===== config.mk =====
export PLATFORM = sky130hd
export DESIGN_NAME = prng_seq_arb
export DESIGN_NICKNAME = d
export VERILOG_FILES = /design/src/rtl/prng_seq_arb.sv
export SDC_FILE = /design/constraint.sdc
export NUM_CORES = 1
export LEC_CHECK = 0
export BUFFER_PORTS_ARGS = -buffer_cell sky130_fd_sc_hd__buf_2
export CAP_MARGIN = 20
export CORE_AREA = 3 3 216 218
export CTS_CLUSTER_SIZE = 20
export DETAILED_ROUTE_END_ITERATION = 10
export DIE_AREA = 0 0 219 221
export SETUP_SLACK_MARGIN = 0.05
export SLEW_MARGIN = 20
export SYNTH_ARGS = -nofsm -noshare
export SYNTH_HDL_FRONTEND = slang
export SYNTH_SLANG_ARGS = --single-unit

===== constraint.sdc =====
create_clock -name clk -period 13.3 [get_ports clk]
set_clock_uncertainty 0.2 [all_clocks]
set_input_delay 1.995 -clock clk [delete_from_list [all_inputs] [get_ports clk]]
set_output_delay 1.995 -clock clk [all_outputs]
set_load 0.01 [all_outputs]

===== src/rtl/prng_seq_arb.sv =====
// prng_seq_arb: seeding sequencer and two-way round-robin arbiter for the
// xorshift256 random stream. Drives the generator's set input for a fixed
// number of cycles, throws away a number of warm-up words, then hands out
// one generator word per cycle to req0/req1 in round-robin order.
module prng_seq_arb #(
  parameter int WIDTH       = 256,
  parameter int SEED_CYCLES = 4,
  parameter int WARMUP      = 16,
  parameter int CNT_W       = 32
) (
  input  logic             clk,
  input  logic             rst,
  input  logic             start,
  input  logic [WIDTH-1:0] gen_result,
  output logic             gen_set,
  output logic             ready,
  input  logic             req0,
  input  logic             req1,
  output logic             gnt0,
  output logic             gnt1,
  output logic [WIDTH-1:0] rnd_data,
  output logic [CNT_W-1:0] word_cnt
);

  typedef enum logic [1:0] {IDLE, SEED, WARM, RUN} state_t;

  // Terminal counts; WARMUP=0 skips WARM entirely, so its value is unused then.
  localparam logic [31:0] SEED_LAST = 32'(SEED_CYCLES - 1);
  localparam logic [31:0] WARM_LAST = 32'((WARMUP > 0) ? (WARMUP - 1) : 0);

  state_t             state_reg, state_next;
  logic [31:0]        cnt_reg, cnt_next;
  logic               ptr_reg, ptr_next;
  logic               gen_set_reg, gen_set_next;
  logic               ready_reg, ready_next;
  logic               gnt0_reg, gnt0_next;
  logic               gnt1_reg, gnt1_next;
  logic [WIDTH-1:0]   rnd_data_reg, rnd_data_next;
  logic [CNT_W-1:0]   word_cnt_reg, word_cnt_next;
  logic               grant0, grant1;

  // State register plus all registered outputs, cleared asynchronously.
  always_ff @(posedge clk or posedge rst) begin
    if (rst) begin
      state_reg    <= IDLE;
      cnt_reg      <= '0;
      ptr_reg      <= 1'b0;
      gen_set_reg  <= 1'b0;
      ready_reg    <= 1'b0;
      gnt0_reg     <= 1'b0;
      gnt1_reg     <= 1'b0;
      rnd_data_reg <= '0;
      word_cnt_reg <= '0;
    end else begin
      state_reg    <= state_next;
      cnt_reg      <= cnt_next;
      ptr_reg      <= ptr_next;
      gen_set_reg  <= gen_set_next;
      ready_reg    <= ready_next;
      gnt0_reg     <= gnt0_next;
      gnt1_reg     <= gnt1_next;
      rnd_data_reg <= rnd_data_next;
      word_cnt_reg <= word_cnt_next;
    end
  end

  // Next-state and phase counter; start restarts seeding from any state.
  always_comb begin
    state_next = state_reg;
    cnt_next   = cnt_reg;
    if (start) begin
      state_next = SEED;
      cnt_next   = '0;
    end else begin
      case (state_reg)
        SEED: begin
          if (cnt_reg == SEED_LAST) begin
            state_next = (WARMUP == 0) ? RUN : WARM;
            cnt_next   = '0;
          end else begin
            cnt_next = cnt_reg + 32'd1;
          end
        end
        WARM: begin
          if (cnt_reg == WARM_LAST) begin
            state_next = RUN;
            cnt_next   = '0;
          end else begin
            cnt_next = cnt_reg + 32'd1;
          end
        end
        default: ;
      endcase
    end
  end

  // Output decode: round-robin grant in RUN, start suppresses any grant.
  always_comb begin
    grant0 = (state_reg == RUN) && !start && req0 && (!req1 || !ptr_reg);
    grant1 = (state_reg == RUN) && !start && req1 && (!req0 ||  ptr_reg);

    gen_set_next  = (state_next == SEED);
    ready_next    = (state_next == RUN);
    gnt0_next     = grant0;
    gnt1_next     = grant1;
    rnd_data_next = rnd_data_reg;
    word_cnt_next = word_cnt_reg;
    ptr_next      = ptr_reg;

    // The winner hands priority to the other requester for the next contest.
    if (grant0) begin
      ptr_next = 1'b1;
    end else if (grant1) begin
      ptr_next = 1'b0;
    end

    if (grant0 || grant1) begin
      rnd_data_next = gen_result;
      word_cnt_next = word_cnt_reg + 1'b1;
    end

    if (start) begin
      word_cnt_next = '0;
    end
  end

  assign gen_set  = gen_set_reg;
  assign ready    = ready_reg;
  assign gnt0     = gnt0_reg;
  assign gnt1     = gnt1_reg;
  assign rnd_data = rnd_data_reg;
  assign word_cnt = word_cnt_reg;

endmodule


==> results of run 1 <==
==> where the power goes <==
part / internal (W) / switching [W] / total [W]
Combinational: 0.000487 / 0.000459 / 0.000946
Sequential: 0.00130 / 0.000158 / 0.00146
Clock: 0.000648 / 0.000405 / 0.00105
Total: 0.00244 / 0.00102 / 0.00346
==> worst max-delay path: cells and delay by family <==
family / cells / cell delay [ns]
multiplexers: 1 / 0.42
buffers and inverters: 3 / 1.81
AND/OR/NAND/NOR: 2 / 0.42
==> how the worst max path moves through the flow <==
stage,slack (ns),startpoint,end
6_report,8.74,start,rnd_data[111]$_DFFE_PP0P_
5_1_grt,8.63,start,rnd_data[157]$_DFFE_PP0P_
4_1_cts,8.75,start,rnd_data[167]$_DFFE_PP0P_
3_5_place_dp,8.17,start,rnd_data[111]$_DFFE_PP0P_
3_3_place_gp,8.21,start,rnd_data[153]$_DFFE_PP0P_
2_1_floorplan,2.05,rst,cnt_reg[0]$_DFFE_PP0P_
==> cells in the mapped netlist (6+ instances only) <==
master | count | area, um^2
dfrtp_1 | 327 | 8180
mux2_2 | 256 | 2880
nor2_1 | 58 | 218
xor2_1 | 33 | 289
nand3_1 | 27 | 135
buf_2 | 23 | 115
nand2_1 | 22 | 82.6
nand4_1 | 20 | 125
nor4_1 | 19 | 119
xnor2_1 | 18 | 158
clkbuf_1 | 15 | 56.3
o21ai_0 | 13 | 65.1
and3_1 | 11 | 68.8
inv_1 | 11 | 41.3
a21oi_1 | 9 | 45.0
and4_1 | 9 | 78.8
nor3_1 | 8 | 40.0
ha_1 | 6 | 75.1
or3_1 | 6 | 37.5
==> per-stage QoR <==
step                instances  total power, W  instance area [um^2]
floorplan                 922         0.00197                 13100
global placement         2046         0.00241                 16500
detailed placement       2046         0.00244                 16500
CTS                      2110         0.00353                 17800
global route             2110         0.00367                 17800
finish                   2110         0.00346                 17800
==> cell type report <==
| cell class | count | area (um^2) |
|---|---|---|
| Clock buffer | 54 | 1090 |
| Sequential cell | 327 | 8180 |
| Timing Repair Buffer | 563 | 2850 |
| Clock inverter | 10 | 165 |
| Fill cell | 4347 | 27300 |
| Multi-Input combinational cell | 545 | 4720 |
| Tap cell | 600 | 751 |
| Inverter | 11 | 48.8 |
==> layout by cell type (no fill, tap or decap), types with 2 or more instances in the layout <==
| cell type | instances |
|---|---|
| a21o_1 | 2 |
| a21oi_1 | 9 |
| and2_1 | 2 |
| and3_1 | 11 |
| and4_1 | 9 |
| buf_2 | 552 |
| buf_4 | 11 |
| bufinv_16 | 4 |
| clkbuf_1 | 9 |
| clkbuf_16 | 39 |
| clkbuf_8 | 6 |
| clkinvlp_4 | 3 |
| dfrtp_1 | 327 |
| ha_1 | 6 |
| inv_1 | 10 |
| inv_6 | 2 |
| mux2_2 | 256 |
| mux2i_1 | 2 |
| nand2_1 | 22 |
| nand2b_1 | 4 |
| nand3_1 | 27 |
| nand4_1 | 20 |
| nor2_1 | 57 |
| nor2b_1 | 3 |
| nor3_1 | 8 |
| nor4_1 | 17 |
| nor4_2 | 4 |
| o21ai_0 | 13 |
| o31ai_1 | 2 |
| or3_1 | 6 |
| or4_1 | 5 |
| xnor2_1 | 18 |
| xor2_1 | 33 |
==> metal layers <==
layer | GRT usage, % | up-vias | wire length (um) | part of all wire [%]
li1 | - | 4402 | - | -
met1 | 16.1 | 4671 | 13700 | 38
met2 | 25.4 | 364 | 18300 | 50
met3 | 5.16 | 60 | 3260 | 9.0
met4 | 4.62 | 2 | 1020 | 2.8
met5 | 0 | - | 13 | 0.036
==> logic make-up after synthesis <==
group                      share of synthesized area [%]
DFF                                                 62.5
muxes                                               22.2
and+or+nand+nor                                     8.32
xor gates and xnor gates                            3.41
buffers and inverters                               1.65
AOI/OAI and AO/OA                                   1.39
adders and majority gates                          0.573
==> summary.txt, run 1 <==
Run status
  • Run status: complete, no violations

Die
  • Site Rows: 78
  • Core Region: 45100 um^2
  • # IOs: 553
  • Die H: 221 um
  • Die footprint: 48400 um^2
  • Initial Util: 29.0%
  • Width of the die: 219 um

Logic synthesis
  • Async set-reset flop share out of synthesis: 100%
  • Synthesized flop and latch total: 327
  • Syn_area_per_cell: 14.2 um^2
  • Synthesized instance count: 922
  • EDFF count, synth: 0
  • Synthesized area: 13100 um^2
  • Library cells used by synthesis: 36
  • Syn nets: 1189
  • Main synth FF type: dfrtp_1
  • Seq/Total Area, Yosys: 62.5%
  • Synthesis Warnings: 0

STA
  • Slew @ Worst Pin: 1.16 ns
  • Relative slew slack: 21.8%
  • Hold slack: 0.297 ns
  • Min cycle time layout: 4.56 ns
  • Fmax: 219 MHz
  • Final setup margin: 8.74 ns
  • Slew Viols, Final: 0
  • Setup TNS: 0 ns
  • Endpoints failing hold: 0
  • Final Setup Violations: 0
  • Period Utilization, post-route: 34.3%
  • RSZ-0062 raised after global routing: false

Place
  • GP Congestion: 0.798
  • DP HPWL: 26900 um
  • Port bufs: 552
  • Post-Place Worst Slack: 8.17 ns

CTS
  • Clk root buf: clkbuf_16
  • H-tree Lvls: 2
  • CTS tree: yes
  • Gates resized, CTS repair: 0
  • Worst skew pair latency: 0.53 ns
  • Clock sinks: 327
  • Clock tree buffer depth: 3
  • Worst-path clk slew: 0.06 ns
  • Post-CTS Repair Setup Buffers: 0
  • Hold buffers post-CTS: 0
  • Cts bufs inserted: 38

Hold path
  • Worst Hold Class: reg2reg
  • Hold path cells: 1
  • Worst hold path startpoint: rnd_data[142]$_DFFE_PP0P_
  • Hold endpoint: rnd_data[142]$_DFFE_PP0P_

Power and ir drop
  • P per Cell Area: 194 nW/um^2
  • P_leak: 9.32 nW
  • Peak VDD IR: 0.000116 V

Layout
  • Final core utilization: 39.5%
  • Synth-to-layout area growth: 35.9%
  • Layout cells sized above 1: 58.6%
  • Max reg flops: 256
  • Nets@finish: 1753
  • ANT cells: 0

Route
  • Final ANT Viol Nets: 0
  • DRT iter0 DRCs: 349
  • Total number of vias: 9499
  • Vias per cell: 4.50
  • Routed WL: 36300 um
  • TritonRoute pass-1 iters: 4
  • DRC viols: 0
  • WL per Instance: 17.2 um

Setup path
  • Reg2Reg Depth: 6
  • Delay of the slowest critical-path stage: 0.87 ns
  • Critical-path top delay cell: buf_4
  • RR Startpoint: state_reg[1]$_DFF_PP0_
  • WP data arrival: 4.78 ns
  • Critical path peak fanout: 77
  • FF-to-FF setup slack: 10.12 ns
  • Worst Path Required: 13.51 ns
  • CP Capture Type: flop
  • CP dominant cell by count: buf_4
  • R2R Path End: rnd_data[111]$_DFFE_PP0P_
  • Critical path type: in2reg
  • Critical path, cell by cell: buf_2 > nand2b_4 > nor2_4 > buf_4 > buf_4 > mux2_2
  • Worst Setup Start Kind: input pin

Global route
  • First-pass GRT wire length: 55300 um
  • Congestion Overflow GR: 0
  • Vias in the first global route: 9909
  • GR Util All Layers: 14.4%
  • Largest net degree at the start of global routing: 114
  • Number of antenna violations at the first check in global routing: 2

Job
  • Max_cap viols: 0
(Power assumes the default switching activity.)
==> run 2: changes to the inputs <==
Clock period 13.3 ns to 4.7 ns, I/O delays scaled along.
==> run 2 against run 1 <==
  * Cell area increased by 0.41%
  * Count of clock-buffer cells in the layout decreased by 5
  * Routed wire length increased by 2.1%
  * Sequential power increased to 2.8 times the previous value
  * Worst hold slack got worse by 0.17 ns
  * Die area unchanged
  * Register-to-register slack got worse by 8.1 ns
  * Worst setup slack got worse by 6.8 ns
  * Via count increased by 0.44%
  * Power increased to 2.8 times the previous value
  * Final cell count increased by 0.38%
  * Combinational power increased to 2.9 times the previous value
  * Critical path type is now reg2reg
==> summary.txt, run 2 (synthesized netlist as in run 1, its figures left out) <==
Die
  • # IOs: 553 (unchanged)
  • Width of the die: 219 um (unchanged)
  • Core Region: 45100 um^2 (unchanged)
  • Die H: 221 um (unchanged)
  • Die footprint: 48400 um^2 (unchanged)
  • Site Rows: 78 (unchanged)
  • Initial Util: 29.0% (unchanged)

Place
  • DP HPWL: 27500 um (+2.0%)
  • GP Congestion: 0.773 (-3.2%)
  • Port bufs: 552 (unchanged)

Power and ir drop
  • Peak VDD IR: 0.000251 V (+120%)
  • Internal Power: 0.00687 W (+180%)
  • Sequential power share: 42.0% (-0.2 points)
  • P per Cell Area: 547 nW/um^2 (+180%)
  • Clock power share: 30.1% (-0.3 points)
  • P_leak: 9.36 nW (+0.37%)
  • Combinational Power Share: 27.9% (+0.6 points)
  • Switching share of power: 29.7% (+0.16 points)
  • Switching Power: 0.00290 W (+180%)

Global route
  • Largest net degree at the start of global routing: 160 (+40%)
  • Congestion Overflow GR: 0 (unchanged)
  • First-pass GRT wire length: 56700 um (+2.5%)
  • GR Util All Layers: 14.8% (+0.39 points)
  • Vias in the first global route: 9943 (+0.34%)
  • Number of antenna violations at the first check in global routing: 8 (+6)

Setup path
  • FF-to-FF setup slack: 1.97 ns (-8.15 ns)
  • WP data arrival: 2.99 ns (-1.79 ns)
  • Critical path peak fanout: 14 (-82%)
  • Worst Path Required: 4.96 ns (-8.55 ns)
  • Critical path type: reg2reg
  • Worst Setup Start Kind: flop
  • CP Capture Type: flop

CTS
  • Clk root buf: clkbuf_16
  • Hold buffers post-CTS: 0 (unchanged)
  • Gates resized, CTS repair: 0 (unchanged)
  • Clock sinks: 327 (unchanged)
  • H-tree Lvls: 2 (unchanged)
  • CTS tree: yes
  • Post-CTS Repair Setup Buffers: 0 (unchanged)
  • Cts bufs inserted: 38 (unchanged)
  • Clock tree buffer depth: 3 (unchanged)
  • Worst-path clk slew: 0.06 ns (about the same)
  • Worst skew pair latency: 0.54 ns (about the same)

STA
  • Endpoints failing hold: 0 (unchanged)
  • Fmax: 367 MHz
  • Hold slack: 0.124 ns (-0.174 ns)
  • Final Setup Violations: 0 (unchanged)
  • Relative slew slack: 24.3% (+2.4 points)
  • Period Utilization, post-route: 58.0%
  • Slew @ Worst Pin: 1.14 ns (-0.0270 ns)
  • RSZ-0062 raised after global routing: false
  • Min cycle time layout: 2.73 ns
  • Slew Viols, Final: 0 (unchanged)

Run status
  • Run status: complete, no violations

Route
  • Routed WL: 37000 um (+2.1%)
  • WL per Instance: 17.5 um (+1.7%)
  • TritonRoute pass-1 iters: 6 (+2)
  • Vias per cell: 4.50 (about the same)
  • Final ANT Viol Nets: 0 (unchanged)
  • Total number of vias: 9541 (+0.44%)
  • DRC viols: 0 (unchanged)
  • DRT iter0 DRCs: 560 (+60%)

Layout
  • Synth-to-layout area growth: 36.5%
  • Commonest non-fill, non-tap cell in the layout: buf_2
  • Commonest cells after routing, fill and taps aside: buf_2 (552), dfrtp_1 (327), mux2_2 (256), nor2_1 (57), clkbuf_16 (39)
  • Max reg flops: 256 (unchanged)
  • Nets@finish: 1756 (+0.17%)
  • Final core utilization: 39.6% (+0.16 points)
  • Layout cells sized above 1: 58.9% (+0.25 points)

Job
  • Max_cap viols: 0 (unchanged)

Hold path
  • Worst Hold Class: in2async
==> run 2: layout make-up <==
cell class / instances / area (um^2)
Sequential cell: 327 / 8180
Multi-Input combinational cell: 545 / 4720
Fill cell: 4329 / 27200
Antenna cell: 6 / 15.0
Tap cell: 600 / 751
Clock buffer: 49 / 1050
Timing Repair Buffer: 566 / 2930
Inverter: 11 / 45.0
Clock inverter: 14 / 181
==> run 2: worst max-delay path, stage by stage, from the launching register on <==
cell and delay [ns]:
dfrtp_1 0.41, inv_1 0.11, ha_1 0.27, nor3_1 0.08
buf_4 0.19, nor4_2 0.71, nand4_1 0.20, or3_1 0.35
a21oi_1 0.15
==> run 2: power groups by stage <==
stage	clock network [W]	registers [W]	logic (W)
global route	0.00321	0.00422	0.00295
floorplan	0	0.00457	0.00101
CTS	0.00308	0.00412	0.00279
detailed placement	0	0.00416	0.00279
global placement	0	0.00412	0.00274
finish	0.00295	0.00410	0.00273
==> run 2: through the flow <==
| step | area [um^2] | TNS (ns) | setup WS [ns] | power, W | cells |
|---|---|---|---|---|---|
| 6_report | 17900 | 0 | 1.97 | 0.00978 | 2118 |
| 5_1_grt | 17900 | 0 | 1.62 | 0.0104 | 2113 |
| 4_1_cts | 17900 | 0 | 1.97 | 0.00999 | 2112 |
| 3_5_place_dp | 16600 | 0 | 1.49 | 0.00695 | 2049 |
| 3_3_place_gp | 16600 | 0 | 1.53 | 0.00686 | 2049 |
| 2_1_floorplan | 13100 | -186.29 | -0.570 | 0.00558 | 922 |
==> run 2: final timing paths <==
| kind | end | from | cells after the start |
|---|---|---|---|
| min in group clk | gnt1$_DFF_PP0_ | req0 | 2 |
| worst min-delay path | word_cnt[23]$_DFFE_PP0P_ | rst | 2 |
| worst max register to register | cnt_reg[30]$_DFFE_PP0P_ | state_reg[0]$_DFF_PP0_ | 8 |
| max in group asynchronous | rnd_data[163]$_DFFE_PP0P_ | rst | 4 |
| worst min register to register | rnd_data[250]$_DFFE_PP0P_ | rnd_data[250]$_DFFE_PP0P_ | 1 |
| worst max-delay path | cnt_reg[30]$_DFFE_PP0P_ | state_reg[0]$_DFF_PP0_ | 8 |
==> run 2: layer usage <==
| metal | global-route usage (%) | wire [um] |
|---|---|---|
| met1 | 16.4 | 14200 |
| met2 | 26.4 | 18700 |
| met3 | 5.58 | 3320 |
| met4 | 4.10 | 826 |
| met5 | 0 | 13 |
==> run 3: changes to the inputs <==
Settings changed: ABC_AREA set to 1, CORE_AREA 3 3 216 218 to 3 3 213 215, DIE_AREA 0 0 219 221 to 0 0 216 218.
Clock period 4.7 ns to 2.2 ns, I/O delays scaled along.
==> run 3 against run 2 <==
  * Combinational power grew to 3.3 times the previous value
  * Non-clock buffer count is 285 higher
  * Count of clock-buffer cells in the layout is 9 higher
  * Global-route usage is 6.7 points higher
  * Largest cell class unchanged
==> summary.txt, run 3 <==
Setup path
  • WP data arrival: 2.30 ns (-0.69 ns)
  • Critical-path top delay cell: dfrtp_1
  • Critical path type: reg2reg
  • CP Capture Type: flop
  • CP dominant cell by count: nand2_1
  • Worst Setup Start Kind: flop
  • FF-to-FF setup slack: 0.18 ns (-1.79 ns)
  • Worst Path Required: 2.48 ns (-2.48 ns)
  • Delay of the slowest critical-path stage: 0.35 ns (-0.36 ns)
  • Critical path peak fanout: 101 (+87)
  • Critical path, cell by cell: ha_1 > inv_1 > nor2_4 > nand3_4 > nand2_8 > buf_16 > nand2_1 > nand2_1

STA
  • Slew @ Worst Pin: 0.491 ns (-0.646 ns)
  • Period Utilization, post-route: 91.7% (+34 points)
  • Slew Viols, Final: 0 (unchanged)
  • Min cycle time layout: 2.02 ns (-0.710 ns)
  • RSZ-0062 raised after global routing: false
  • Hold slack: 0.0148 ns (-0.109 ns)
  • Relative slew slack: 67.3% (+43 points)
  • Final Setup Violations: 0 (unchanged)
  • Final setup margin: 0.183 ns (-1.79 ns)
  • Endpoints failing hold: 0 (unchanged)
  • Fmax: 496 MHz (+35%)

Route
  • WL per Instance: 16.3 um (-6.6%)
  • TritonRoute pass-1 iters: 5 (-1)
  • Total number of vias: 15.0k (+57%)
  • DRT iter0 DRCs: 1032 (+84%)
  • Final ANT Viol Nets: 0 (unchanged)
  • Vias per cell: 4.65 (+3.2%)
  • Routed WL: 52500 um (+42%)
  • DRC viols: 0 (unchanged)

Layout
  • FILL cells: 4063 (-6.1%)
  • Design Area, Final: 21800 um^2 (+22%)
  • Layout cells sized above 1: 25.9% (-33 points)
  • Synth-to-layout area growth: 52.1%
  • Max reg flops: 256 (unchanged)
  • Commonest non-fill, non-tap cell in the layout: nand2_1
  • Register area: 8180 um^2 (unchanged)
  • Commonest cells after routing, fill and taps aside: nand2_1 (978), buf_2 (552), dfrtp_1 (327), dlygate4sd3_1 (260), nor2_1 (124)
  • Area of the multi-input gates: 5400 um^2 (+14%)
  • Nets@finish: 2862 (+63%)
  • Final Non-Filler Cells: 3217 (+52%)

Place
  • GP Congestion: 0.924 (+20%)
  • Placed cells: 2883 (+41%)
  • Post-Place Worst Slack: 0.146 ns (-1.35 ns)
  • Port bufs: 552 (unchanged)
  • DP HPWL: 35400 um (+29%)
  • Placed cell area: 17800 um^2 (+7.0%)

CTS
  • Cts bufs inserted: 39 (+2.6%)
  • Clk root buf: clkbuf_16
  • Clock tree buffer depth: 3 (unchanged)
  • CTS tree: yes
  • Clock sinks: 327 (unchanged)
  • Worst-path clk slew: 0.06 ns (about the same)
  • H-tree Lvls: 2 (unchanged)
  • Worst skew pair latency: 0.55 ns (about the same)

Global route
  • First-pass GRT wire length: 81500 um (+44%)
  • Congestion Overflow GR: 0 (unchanged)
  • Vias in the first global route: 14.9k (+50%)
  • Largest net degree at the start of global routing: 102 (-36%)
  • Number of antenna violations at the first check in global routing: 1 (-7)
  • GR Util All Layers: 21.5% (+6.7 points)

Die
  • # IOs: 553 (unchanged)
  • Initial Util: 32.6% (+3.5 points)
  • Die H: 218 um (-1.4%)
  • Core Region: 43900 um^2 (-2.6%)
  • Site Rows: 77 (-1.3%)
  • Die footprint: 47100 um^2 (-2.7%)
  • Width of the die: 216 um (-1.4%)

Logic synthesis
  • Yosys top cell area share: 57.2% (-5.3 points)
  • Synthesized instance count: 1773 (+92%)
  • Top cells by count, synth: nand2_1 (978), dfrtp_1 (327), nor2_1 (124)
  • Main synth FF type: dfrtp_1
  • Syn nets: 2040 (+72%)
  • Synthesized area: 14300 um^2 (+9.2%)
  • Synthesized flop and latch total: 327 (unchanged)
  • Seq/Total Area, Yosys: 57.2% (-5.3 points)
  • Syn_area_per_cell: 8.07 um^2 (-43%)
  • Count leader, synth: nand2_1
  • Synthesis Warnings: 0 (unchanged)
  • Synth top area cells: dfrtp_1 (57%), nand2_1 (26%), nor2_1 (3.3%), inv_1 (1.9%), buf_6 (1.6%)
  • EDFF count, synth: 0 (unchanged)
  • Library cells used by synthesis: 33 (-8.3%)
  • Async set-reset flop share out of synthesis: 100% (unchanged)
  • Post-synth top area cell: dfrtp_1

Hold path
  • Worst Hold Class: in2reg

Power and ir drop
  • P per Cell Area: 1160 nW/um^2 (+110%)
  • Peak VDD IR: 0.000830 V (+230%)
  • P_leak: 11.7 nW (+25%)

Job
  • Max_cap viols: 0 (unchanged)

Run status
  • Run status: complete, no violations
[run 3: cell count changes in the layout (fill, tap and decap cells not counted), sizes merged, moves of 10 or more]
| cell | before | now |
|---|---|---|
| nor2 | 58 | 130 |
| inv | 11 | 77 |
| dlygate4sd3 | 0 | 260 |
| mux2 | 256 | 0 |
| xor2 | 33 | 10 |
| nor4 | 22 | 1 |
| nor3 | 8 | 25 |
| a21oi | 9 | 19 |
| nand2 | 22 | 984 |
| buf | 566 | 591 |
| o21ai | 13 | 40 |
| xnor2 | 18 | 5 |
| nand4 | 21 | 32 |
[run 3: cell type report]
cell class	instances	area share (%)
inverters	75	1.37
multi-input cells	1301	24.8
clock buffers	58	5.46
flip-flops and latches	327	37.6
clock inverters	12	0.494
repair buffers	851	26.9
diodes	1	0.0115
well taps	592	3.40
[run 3: per-layer routing]
metal	vias to the layer above	track usage, %	wire, um
li1	7113	-	-
met1	7012	25.1	20000
met2	668	36.4	25600
met3	167	6.13	4170
met4	0	10.4	2770
met5	-	0	0
[run 3: worst paths after layout]
kind	cells after the start	startpoint	endpoint
worst max-delay path	8	state_reg[0]$_DFF_PP0_	rnd_data[247]$_DFFE_PP0P_
worst min-delay path	4	start	gnt1$_DFF_PP0_
worst max register to register	8	state_reg[0]$_DFF_PP0_	rnd_data[247]$_DFFE_PP0P_
worst min register to register	2	rnd_data[167]$_DFFE_PP0P_	rnd_data[167]$_DFFE_PP0P_
max in group asynchronous	5	rst	rnd_data[156]$_DFFE_PP0P_
min in group asynchronous	4	rst	ready$_DFF_PP0_
[run 3: critical path, delay by kind of cell, from the launching register on]
kind	cells	cell delay [ns]
AND/OR/NAND/NOR	5	0.76
flip-flops	1	0.35
buffers and inverters	2	0.34
adder cells (fa/ha/maj)	1	0.15
[run 3: report_power, final]
part / leakage [nW] / switching, W / internal (W) / total, W
logic: 6.86 / 0.00546 / 0.00349 / 0.00895
registers: 4.18 / 0.00134 / 0.00852 / 0.00985
clock network: 0.648 / 0.00256 / 0.00387 / 0.00642
[run 3: repair_timing]
| item | 4_1_cts | 5_1_grt |
|---|---|---|
| hold endpoints to repair | 463 | 0 |
| resized for setup | 0 | 8 |
| setup endpoints to repair | 0 | 147 |
| setup buffers | 0 | 1 |
| hold buffers | 260 | 0 |
[run 3: metrics by stage]
stage	power, W	util (%)	TNS, ns
2_1_floorplan	0.0141	-	-881.17
3_3_place_gp	0.0181	40.5	0
3_5_place_dp	0.0183	40.5	0
4_1_cts	0.0253	49.4	0
5_1_grt	0.0269	49.5	0
6_report	0.0252	49.5	0
[run 3: logic make-up after synthesis]
logic type	after synthesis	share of synthesized area (%)
xor+xnor	15	0.918
compound gates	64	2.33
flops	327	57.2
buf+inv	147	5.49
simple gates	1214	33.5
fa+ha+maj	6	0.525
